`src/rtl/sha256_uart_host_pkg.sv`:
```
// Shared constants, state encoding and ASCII-hex decode for the SHA-256 UART host.
// Used by the host controller and its interface users.
package sha256_uart_host_pkg;

   localparam logic [7:0] CMD_START = 8'h01;
   localparam logic [7:0] CMD_TERM  = 8'hFF;

   localparam logic [1:0] ERR_OK  = 2'd0;
   localparam logic [1:0] ERR_FF  = 2'd1;
   localparam logic [1:0] ERR_HEX = 2'd2;
   localparam logic [1:0] ERR_TMO = 2'd3;

   localparam int NIB_W = 6;

   typedef enum logic [2:0] {
      IDLE    = 3'd0,
      TX_CMD  = 3'd1,
      TX_DATA = 3'd2,
      TX_TERM = 3'd3,
      RX_HEX  = 3'd4,
      DONE    = 3'd5
   } state_t;

   // Returns {valid, nibble}; valid is low for anything that is not a hex digit.
   function automatic logic [4:0] hex_decode(input logic [7:0] c);
      logic [4:0] r;
      r = 5'd0;
      if (c >= 8'h30 && c <= 8'h39)      r = {1'b1, 4'(c - 8'h30)};
      else if (c >= 8'h61 && c <= 8'h66) r = {1'b1, 4'(c - 8'h57)};
      else if (c >= 8'h41 && c <= 8'h46) r = {1'b1, 4'(c - 8'h37)};
      return r;
   endfunction

endpackage

```
`src/rtl/sha256_uart_host_if.sv`:
```
// Host-side bus of the SHA-256 UART host: start pulse, valid/ready message stream, digest/status.
// master = the user driving messages, slave = the host block.
interface sha256_uart_host_if;
   logic         start;
   logic [7:0]   msg_data;
   logic         msg_valid;
   logic         msg_last;
   logic         msg_ready;
   logic [255:0] digest;
   logic         digest_valid;
   logic         busy;
   logic [1:0]   err;

   modport master (
      output start, msg_data, msg_valid, msg_last,
      input  msg_ready, digest, digest_valid, busy, err
   );

   modport slave (
      input  start, msg_data, msg_valid, msg_last,
      output msg_ready, digest, digest_valid, busy, err
   );
endinterface

```
`src/rtl/sha256_uart_host_uart.sv`:
```
// 8N1 UART transmit and receive cores, BAUD_DIV clocks per bit.
// TX: busy rises the cycle after i_start and falls after the stop bit; RX: 1-cycle o_valid at mid stop bit.
module uart_tx_core #(
   parameter int BAUD_DIV = 868
) (
   input  logic       clk,
   input  logic       rst,
   input  logic       i_start,
   input  logic [7:0] i_data,
   output logic       o_tx,
   output logic       o_busy
);
   localparam int            CW   = $clog2(BAUD_DIV + 1);
   localparam logic [CW-1:0] LAST = CW'(BAUD_DIV - 1);

   logic [9:0]    r_shift;
   logic [3:0]    r_bit;
   logic [CW-1:0] r_baud;
   logic          r_busy;

   always_ff @(posedge clk or posedge rst) begin
      if (rst) begin
         r_shift <= '1;
         r_bit   <= '0;
         r_baud  <= '0;
         r_busy  <= 1'b0;
      end else if (!r_busy) begin
         if (i_start) begin
            r_shift <= {1'b1, i_data, 1'b0};
            r_bit   <= '0;
            r_baud  <= '0;
            r_busy  <= 1'b1;
         end
      end else if (r_baud == LAST) begin
         r_baud  <= '0;
         r_shift <= {1'b1, r_shift[9:1]};
         if (r_bit == 4'd9) r_busy <= 1'b0;
         else               r_bit  <= r_bit + 4'd1;
      end else begin
         r_baud <= r_baud + 1'b1;
      end
   end

   assign o_tx   = r_shift[0];
   assign o_busy = r_busy;
endmodule

module uart_rx_core #(
   parameter int BAUD_DIV = 868
) (
   input  logic       clk,
   input  logic       rst,
   input  logic       i_rx,
   output logic [7:0] o_data,
   output logic       o_valid
);
   localparam int            CW   = $clog2(BAUD_DIV + 1);
   localparam logic [CW-1:0] LAST = CW'(BAUD_DIV - 1);
   localparam logic [CW-1:0] MID  = CW'((BAUD_DIV / 2 > 0) ? BAUD_DIV / 2 - 1 : 0);

   logic [1:0]    r_sync;
   logic          r_active;
   logic [3:0]    r_bit;
   logic [CW-1:0] r_baud;
   logic [7:0]    r_shift;
   logic [7:0]    r_data;
   logic          r_valid;
   logic          w_rx;
   logic          w_tick;

   assign w_rx   = r_sync[1];
   // Start bit waits half a bit so every later sample lands mid-bit.
   assign w_tick = (r_bit == 4'd0) ? (r_baud == MID) : (r_baud == LAST);

   always_ff @(posedge clk or posedge rst) begin
      if (rst) begin
         r_sync   <= 2'b11;
         r_active <= 1'b0;
         r_bit    <= '0;
         r_baud   <= '0;
         r_shift  <= '0;
         r_data   <= '0;
         r_valid  <= 1'b0;
      end else begin
         r_sync  <= {r_sync[0], i_rx};
         r_valid <= 1'b0;
         if (!r_active) begin
            if (!w_rx) begin
               r_active <= 1'b1;
               r_bit    <= '0;
               r_baud   <= '0;
            end
         end else if (w_tick) begin
            r_baud <= '0;
            if (r_bit == 4'd0) begin
               if (w_rx) r_active <= 1'b0;
               else      r_bit    <= 4'd1;
            end else if (r_bit <= 4'd8) begin
               r_shift <= {w_rx, r_shift[7:1]};
               r_bit   <= r_bit + 4'd1;
            end else begin
               r_active <= 1'b0;
               if (w_rx) begin
                  r_data  <= r_shift;
                  r_valid <= 1'b1;
               end
            end
         end else begin
            r_baud <= r_baud + 1'b1;
         end
      end
   end

   assign o_data  = r_data;
   assign o_valid = r_valid;
endmodule

```
`src/rtl/sha256_uart_host.sv`:
```
// Streams a message to a UART SHA-256 device (01, data, FF) and decodes its 64-char hex reply into a digest.
// msg_ready only when the transmitter is idle with no send pending; one byte in flight at a time.
module sha256_uart_host
   import sha256_uart_host_pkg::*;
#(
   parameter int CLK_FREQ       = 100_000_000,
   parameter int BAUD           = 115200,
   parameter int TIMEOUT_CYCLES = 20_000_000
) (
   input  logic                clk,
   input  logic                rst,
   sha256_uart_host_if.slave   host,
   output logic                o_uart_tx,
   input  logic                i_uart_rx
);
   localparam int                BAUD_DIV = CLK_FREQ / BAUD;
   localparam int                TMO_W    = $clog2(TIMEOUT_CYCLES + 1);
   localparam logic [TMO_W-1:0]  TMO_LAST = TMO_W'(TIMEOUT_CYCLES - 1);

   state_t             r_state, w_state_nxt;
   logic [1:0]         r_err, w_err_nxt;
   logic [255:0]       r_digest, w_digest_nxt;
   logic [NIB_W-1:0]   r_nib_cnt, w_nib_cnt_nxt;
   logic [TMO_W-1:0]   r_tmo_cnt, w_tmo_cnt_nxt;

   logic               r_tx_start;
   logic [7:0]         r_tx_data;
   logic               r_tx_pend;
   logic               r_tx_seen;

   logic               w_issue;
   logic [7:0]         w_issue_dat;
   logic               w_send_ok;
   logic               w_msg_ready;
   logic               w_tx_busy;
   logic               w_rx_vld;
   logic [7:0]         w_rx_dat;
   logic [4:0]         w_dec;

   uart_tx_core #(.BAUD_DIV(BAUD_DIV)) u_tx (
      .clk     (clk),
      .rst     (rst),
      .i_start (r_tx_start),
      .i_data  (r_tx_data),
      .o_tx    (o_uart_tx),
      .o_busy  (w_tx_busy)
   );

   uart_rx_core #(.BAUD_DIV(BAUD_DIV)) u_rx (
      .clk     (clk),
      .rst     (rst),
      .i_rx    (i_uart_rx),
      .o_data  (w_rx_dat),
      .o_valid (w_rx_vld)
   );

   // r_tx_pend covers the gap between the start pulse and the core raising busy.
   assign w_send_ok = !r_tx_pend && !w_tx_busy;
   assign w_dec     = hex_decode(w_rx_dat);

   always_comb begin
      w_state_nxt   = r_state;
      w_err_nxt     = r_err;
      w_digest_nxt  = r_digest;
      w_nib_cnt_nxt = r_nib_cnt;
      w_tmo_cnt_nxt = r_tmo_cnt;
      w_issue       = 1'b0;
      w_issue_dat   = CMD_START;
      w_msg_ready   = 1'b0;
      unique case (r_state)
         IDLE: begin
            if (host.start) begin
               w_err_nxt     = ERR_OK;
               w_nib_cnt_nxt = '0;
               w_tmo_cnt_nxt = '0;
               w_state_nxt   = TX_CMD;
            end
         end
         TX_CMD: begin
            if (w_send_ok) begin
               w_issue     = 1'b1;
               w_issue_dat = CMD_START;
               w_state_nxt = TX_DATA;
            end
         end
         TX_DATA: begin
            w_msg_ready = w_send_ok;
            if (host.msg_valid && w_send_ok) begin
               if (host.msg_data != CMD_TERM) begin
                  w_issue     = 1'b1;
                  w_issue_dat = host.msg_data;
               end else begin
                  w_err_nxt = ERR_FF;
               end
               if (host.msg_last) w_state_nxt = TX_TERM;
            end
         end
         TX_TERM: begin
            if (w_send_ok) begin
               w_issue       = 1'b1;
               w_issue_dat   = CMD_TERM;
               w_tmo_cnt_nxt = '0;
               w_state_nxt   = RX_HEX;
            end
         end
         RX_HEX: begin
            if (w_rx_vld) begin
               w_tmo_cnt_nxt = '0;
               if (w_dec[4]) begin
                  w_digest_nxt  = {r_digest[251:0], w_dec[3:0]};
                  w_nib_cnt_nxt = r_nib_cnt + 1'b1;
                  if (r_nib_cnt == '1) w_state_nxt = DONE;
               end else begin
                  w_err_nxt   = ERR_HEX;
                  w_state_nxt = IDLE;
               end
            end else if (r_tmo_cnt == TMO_LAST) begin
               w_err_nxt   = ERR_TMO;
               w_state_nxt = IDLE;
            end else begin
               w_tmo_cnt_nxt = r_tmo_cnt + 1'b1;
            end
         end
         DONE: begin
            w_state_nxt = IDLE;
         end
         default: begin
            w_state_nxt = IDLE;
         end
      endcase
   end

   always_ff @(posedge clk or posedge rst) begin
      if (rst) begin
         r_state    <= IDLE;
         r_err      <= ERR_OK;
         r_digest   <= '0;
         r_nib_cnt  <= '0;
         r_tmo_cnt  <= '0;
         r_tx_start <= 1'b0;
         r_tx_data  <= '0;
         r_tx_pend  <= 1'b0;
         r_tx_seen  <= 1'b0;
      end else begin
         r_state    <= w_state_nxt;
         r_err      <= w_err_nxt;
         r_digest   <= w_digest_nxt;
         r_nib_cnt  <= w_nib_cnt_nxt;
         r_tmo_cnt  <= w_tmo_cnt_nxt;
         r_tx_start <= w_issue;
         if (w_issue) begin
            r_tx_data <= w_issue_dat;
            r_tx_pend <= 1'b1;
            r_tx_seen <= 1'b0;
         end else if (r_tx_pend) begin
            if (w_tx_busy)      r_tx_seen <= 1'b1;
            else if (r_tx_seen) r_tx_pend <= 1'b0;
         end
      end
   end

   assign host.msg_ready    = w_msg_ready;
   assign host.digest       = r_digest;
   assign host.digest_valid = (r_state == DONE) && (r_err == ERR_OK);
   assign host.busy         = (r_state != IDLE);
   assign host.err          = r_err;
endmodule

```
`src/flat_wrapper.sv`:
```
// flat-port wrapper written by rule: the top's interface ports become plain ports
module sha256_uart_host_flat import sha256_uart_host_pkg::*;
#(
   parameter int CLK_FREQ       = 100_000_000,
   parameter int BAUD           = 115200,
   parameter int TIMEOUT_CYCLES = 20_000_000
)
  (clk, rst, o_uart_tx, i_uart_rx, host_start, host_msg_data, host_msg_valid, host_msg_last, host_msg_ready, host_digest, host_digest_valid, host_busy, host_err);
  sha256_uart_host_if host_i ();
  input  logic clk;
  input  logic rst;
  output logic o_uart_tx;
  input  logic i_uart_rx;
  input wire logic [$bits(host_i.start)-1:0] host_start;
  input wire logic [$bits(host_i.msg_data)-1:0] host_msg_data;
  input wire logic [$bits(host_i.msg_valid)-1:0] host_msg_valid;
  input wire logic [$bits(host_i.msg_last)-1:0] host_msg_last;
  output wire logic [$bits(host_i.msg_ready)-1:0] host_msg_ready;
  output wire logic [$bits(host_i.digest)-1:0] host_digest;
  output wire logic [$bits(host_i.digest_valid)-1:0] host_digest_valid;
  output wire logic [$bits(host_i.busy)-1:0] host_busy;
  output wire logic [$bits(host_i.err)-1:0] host_err;
  assign host_i.start = host_start;
  assign host_i.msg_data = host_msg_data;
  assign host_i.msg_valid = host_msg_valid;
  assign host_i.msg_last = host_msg_last;
  assign host_msg_ready = host_i.msg_ready;
  assign host_digest = host_i.digest;
  assign host_digest_valid = host_i.digest_valid;
  assign host_busy = host_i.busy;
  assign host_err = host_i.err;
  sha256_uart_host #(.CLK_FREQ(CLK_FREQ), .BAUD(BAUD), .TIMEOUT_CYCLES(TIMEOUT_CYCLES)) u_core (.clk(clk), .rst(rst), .host(host_i), .o_uart_tx(o_uart_tx), .i_uart_rx(i_uart_rx));
endmodule
```
`config.mk`:
```
export PLATFORM = sky130hd
export DESIGN_NAME = sha256_uart_host_flat
export DESIGN_NICKNAME = d
export VERILOG_FILES = /design/src/rtl/sha256_uart_host_pkg.sv /design/src/rtl/sha256_uart_host_if.sv /design/src/rtl/sha256_uart_host_uart.sv /design/src/rtl/sha256_uart_host.sv /design/src/flat_wrapper.sv
export SDC_FILE = /design/constraint.sdc
export NUM_CORES = 1
export LEC_CHECK = 0
export CORE_MARGIN = 5
export CORE_UTILIZATION = 39
export DETAILED_ROUTE_END_ITERATION = 10
export GPL_TIMING_DRIVEN = 0
export PLACE_DENSITY = 0.67
export SLEW_MARGIN = 20
export SYNTH_ARGS = -nofsm -noshare
export SYNTH_HDL_FRONTEND = slang
export SYNTH_HIERARCHICAL = 1
export SYNTH_SLANG_ARGS = --single-unit
```
`constraint.sdc`:
```
create_clock -name clk -period 9.5 [get_ports clk]
set_clock_uncertainty 0.05 [all_clocks]
set_input_delay 0.95 -clock clk [delete_from_list [all_inputs] [get_ports clk]]
set_output_delay 0.95 -clock clk [all_outputs]
set_load 0.02 [all_outputs]
```
==> results.cfg <==
[setup_path]
startpoint_type = flop
worst_r2r_endpoint = u_core/host.digest[197]
reg2reg_slack_ns = 6.75
crit_chain = clkbuf_1 > inv_1 > nor4_1 > clkdlybuf4s50_1
criticalPathCategory = flop to primary output
worstReg2RegStart = u_core/u_rx/o_data[1]
worstSetupEndpointType = primary output
timing.critical_path.required_ns = 8.50
worstRegToRegCells = 10
timing.critical_path.slowest_stage_cell = sky130_fd_sc_hd__clkdlybuf4s50_1
slowest_delay_ns = 0.66
timing.critical_path.fanout_max = 10
arrival_ns = 2.37

[synth]
synth-edff-count = 0
synth.top_cells.by_count = 816 x sky130_fd_sc_hd__nand2_1, 350 x sky130_fd_sc_hd__dfrtp_1, 48 x sky130_fd_sc_hd__nor2_1, 42 x sky130_fd_sc_hd__o21ai_0, 34 x sky130_fd_sc_hd__clkbuf_1
post_synth_inst_count = 1631
async_reset_ff_share_pct = 100
syn-cell-area_mm2 = 0.0151
synth_area_leaders = sky130_fd_sc_hd__dfrtp_1 58%, sky130_fd_sc_hd__nand2_1 20%, sky130_fd_sc_hd__dfstp_2 1.9%
synth_ff_type = sky130_fd_sc_hd__dfrtp_1
synth.avg_cell_area_um2 = 9.26
dominant_cell_by_count_in_the_synthesized_netlist = sky130_fd_sc_hd__nand2_1
synth_sequential_area_ratio_pct = 59.9
ys_ff_latch = 361
synth_cell_type_count = 75
yosysWarningCount = 6
postSynthNetCount = 1656
synth_largest_type_area_fraction_pct = 58.0
netlist.top_cell.by_area = sky130_fd_sc_hd__dfrtp_1

[power_and_ir_drop]
clock_power_share_pct = 47.8
combPwrFrac_pct = 3.2
net-switching-power_mw = 0.678
power_density_over_cell_area_mw_per_mm2 = 159
power.share.switching_pct = 21.5
leakage_nw = 9.99
power.ir.vdd_worst_mv = 0.124
intPower_mw = 2.48
share_seq_of_total_power_pct = 49.0

[place]
place_ws_ns = 6.55
instance_area_after_placement_mm2 = 0.0186
placement.io_buffers = 275
post-dp-hpwl_mm = 28.0
gp_routability_congestion = 0.833

[worst_hold_path]
worstHoldEndpoint = u_core/u_rx/r_sync[1]
timing.hold.worst_path_depth = 0
timing.hold.worst.start = u_core/u_rx/r_sync[0]
hold_path_class = flop to flop

[die]
fp.dieW_um = 207
dieHeight_um = 207
initial_core_util_pct = 39.3
site_rows = 72
die_footprint_mm2 = 0.0428
placeableCoreArea_mm2 = 0.0385
design.portCount = 276

[final_layout]
num_antenna_cells = 0
final_layout_size_suffix_gt1_share_pct = 7.89
seq_area_mm2 = 0.00905
utilization_pct = 51.7
post-route-cell-area_mm2 = 0.0199
final_net_count = 1976
fillers = 3519
multi_input_comb_area_mm2 = 0.00559
area_overhead_of_the_layout_relative_to_synthesis_pct = 31.6

[sta]
post-route-min-period_ns = 3.37
timing.hold.ws_ns = 0.306
final_max_slew_viol_count = 0
finalSetupViolations = 0
unrepaired_setup_endpoints_after_global_routing = no
achievable-frequency_ghz = 0.297
slew_headroom_pct = 39.3
worst_slew_pin_slew_ns = 0.910
timing.final.crit_share_pct = 35.5
post-route-worst-setup-slack_ns = 6.13
hold_violations = 0

[clock_tree]
cts.sink_count = 361
cts.clk_slew.worst_paths_ns = 0.06
h-tree-depth = 2
postCtsSetupBuffers = 0
hold_buffers = 0
worst_skew_pair.late_latency_ns = 0.54
max-clock-path-buffers = 3
post_cts_resized = 0
cts_tree = yes
cts.root.buffer_cell = sky130_fd_sc_hd__clkbuf_16
cts_made_buffers = 40

[route]
routed_wire_length_per_instance_um = 15.7
drt_wl_total_mm = 39.1
vias = 12200
dr.first_iter.drc_count = 689
avgViaCountPerCell = 4.90
drc_violations_left = 0
route.antenna.remaining_nets = 0
drt_pass1_iterations = 5

[global_routing]
first_global_vias = 12100
track_usage_pct = 18.0
globalRouteOverflowTotal = 0
antenna_found_initial = 0
grt_max_degree = 105
wire_length_of_the_first_global_routing_pass_mm = 62.7

[run_status]
run_status = completed

[run]
timing.max_cap.violations = 0
## power by group through the flow
stage / clock, mW / combinational, mW / sequential (mW)
finish: 1.51 / 0.101 / 1.55
global route: 1.62 / 0.115 / 1.55
CTS: 1.56 / 0.105 / 1.55
detailed placement: 0 / 0.105 / 1.57
global placement: 0 / 0.0983 / 1.58
floorplan: 0 / 0.0611 / 1.58
## worst max-delay path, delay by kind of cell, from the launching register on
family	cells	cell delay, ns
buf+inv	3	1.14
flops	1	0.37
simple gates	1	0.32
## area by class of cell
cell class              count  share of cell area, %
flip-flops and latches    361                   45.5
multi-input cells        1173                   28.1
repair buffers            278                   14.3
clock buffers              59                   5.90
well taps                 518                   3.26
plain buffers              80                   2.03
clock inverters             9                  0.516
inverters                  17                  0.359
## cell usage in the layout, fill, tap and decap left out, types with 4 or more instances in the layout
cell and instances:
sky130_fd_sc_hd__nor2_1 48, sky130_fd_sc_hd__dfrtp_1 350, sky130_fd_sc_hd__or3_1 10, sky130_fd_sc_hd__xor2_1 18, sky130_fd_sc_hd__clkinv_2 5, sky130_fd_sc_hd__dfstp_2 11, sky130_fd_sc_hd__a22o_1 6, sky130_fd_sc_hd__nand2b_1 9
sky130_fd_sc_hd__nand3_1 22, sky130_fd_sc_hd__and4_1 5, sky130_fd_sc_hd__a21o_1 5, sky130_fd_sc_hd__inv_1 15, sky130_fd_sc_hd__buf_2 31, sky130_fd_sc_hd__clkbuf_16 41, sky130_fd_sc_hd__clkbuf_1 44, sky130_fd_sc_hd__a31oi_1 4
sky130_fd_sc_hd__o2111ai_1 5, sky130_fd_sc_hd__o31ai_1 8, sky130_fd_sc_hd__o21bai_1 4, sky130_fd_sc_hd__clkbuf_8 8, sky130_fd_sc_hd__mux2_2 18, sky130_fd_sc_hd__and2_1 7, sky130_fd_sc_hd__o22a_1 8, sky130_fd_sc_hd__o211ai_1 14
sky130_fd_sc_hd__clkdlybuf4s50_1 275, sky130_fd_sc_hd__buf_4 11, sky130_fd_sc_hd__nor3_1 4, sky130_fd_sc_hd__o21a_1 9, sky130_fd_sc_hd__and3_1 10, sky130_fd_sc_hd__nand4_1 10, sky130_fd_sc_hd__o22ai_1 5, sky130_fd_sc_hd__o21ai_0 42
sky130_fd_sc_hd__nor4_1 5, sky130_fd_sc_hd__ha_1 11, sky130_fd_sc_hd__a21oi_1 10, sky130_fd_sc_hd__nand2_1 816, sky130_fd_sc_hd__xnor2_1 5
## worst max path at each step
stage,startpoint,slack [ns],end,depth (start not counted)
floorplan,rst,0.13,u_core/host.digest[0],1
finish,u_core/r_state[0],6.13,host_digest_valid,4
global placement,rst,-3.89,u_core/host.digest[65],2
CTS,u_core/r_state[0],6.06,host_digest_valid,4
detailed placement,rst,6.55,u_core/host.digest[60],4
global route,u_core/r_state[0],5.93,host_digest_valid,4
## flip-flops by register name, indices dropped and copies added (netlist names)
name                  flops
u_core/u_rx/o_valid       1
u_core/u_rx/r_sync        2
u_core/u_rx/r_bit         4
u_core/r_tx_seen          1
u_core/r_state            3
u_core/u_rx/r_shift       8
u_core/host.err           2
u_core/r_tx_start         1
u_core/u_tx/r_bit         4
u_core/u_rx/r_active      1
u_core/u_tx/r_baud       10
u_core/u_tx/r_shift       9
u_core/r_nib_cnt          6
u_core/r_tx_data          8
u_core/u_tx/o_busy        1
u_core/host.digest      256
u_core/u_rx/r_baud       10
u_core/u_rx/o_data        8
u_core/r_tmo_cnt         25
u_core/r_tx_pend          1
## cells by family after synthesis
family          share of synthesized area [%]
simple gates                             26.9
flops                                    59.9
compound gates                           6.48
buf+inv                                  3.10
xor+xnor                                 1.33
mux                                      1.41
fa+ha+maj                               0.911
## through the flow
step | cells | setup TNS [ns] | total power, mW
final | 2495 | 0 | 3.16
after global routing | 2495 | 0 | 3.28
after CTS | 2495 | 0 | 3.21
after detailed placement | 2427 | 0 | 1.68
after global placement | 2424 | -1166.86 | 1.67
after floorplan | 1631 | 0 | 1.64
## layer usage
layer  part of all wire [%]  vias up  track usage (%)
met5                      0        -                0
met4                    3.4        0             6.21
met3                    5.5       70             3.78
met2                     47      297             29.2
met1                     44     5942             24.2
li1                       -     5912                -
No activity file was read; power rests on OpenSTA's default activity.
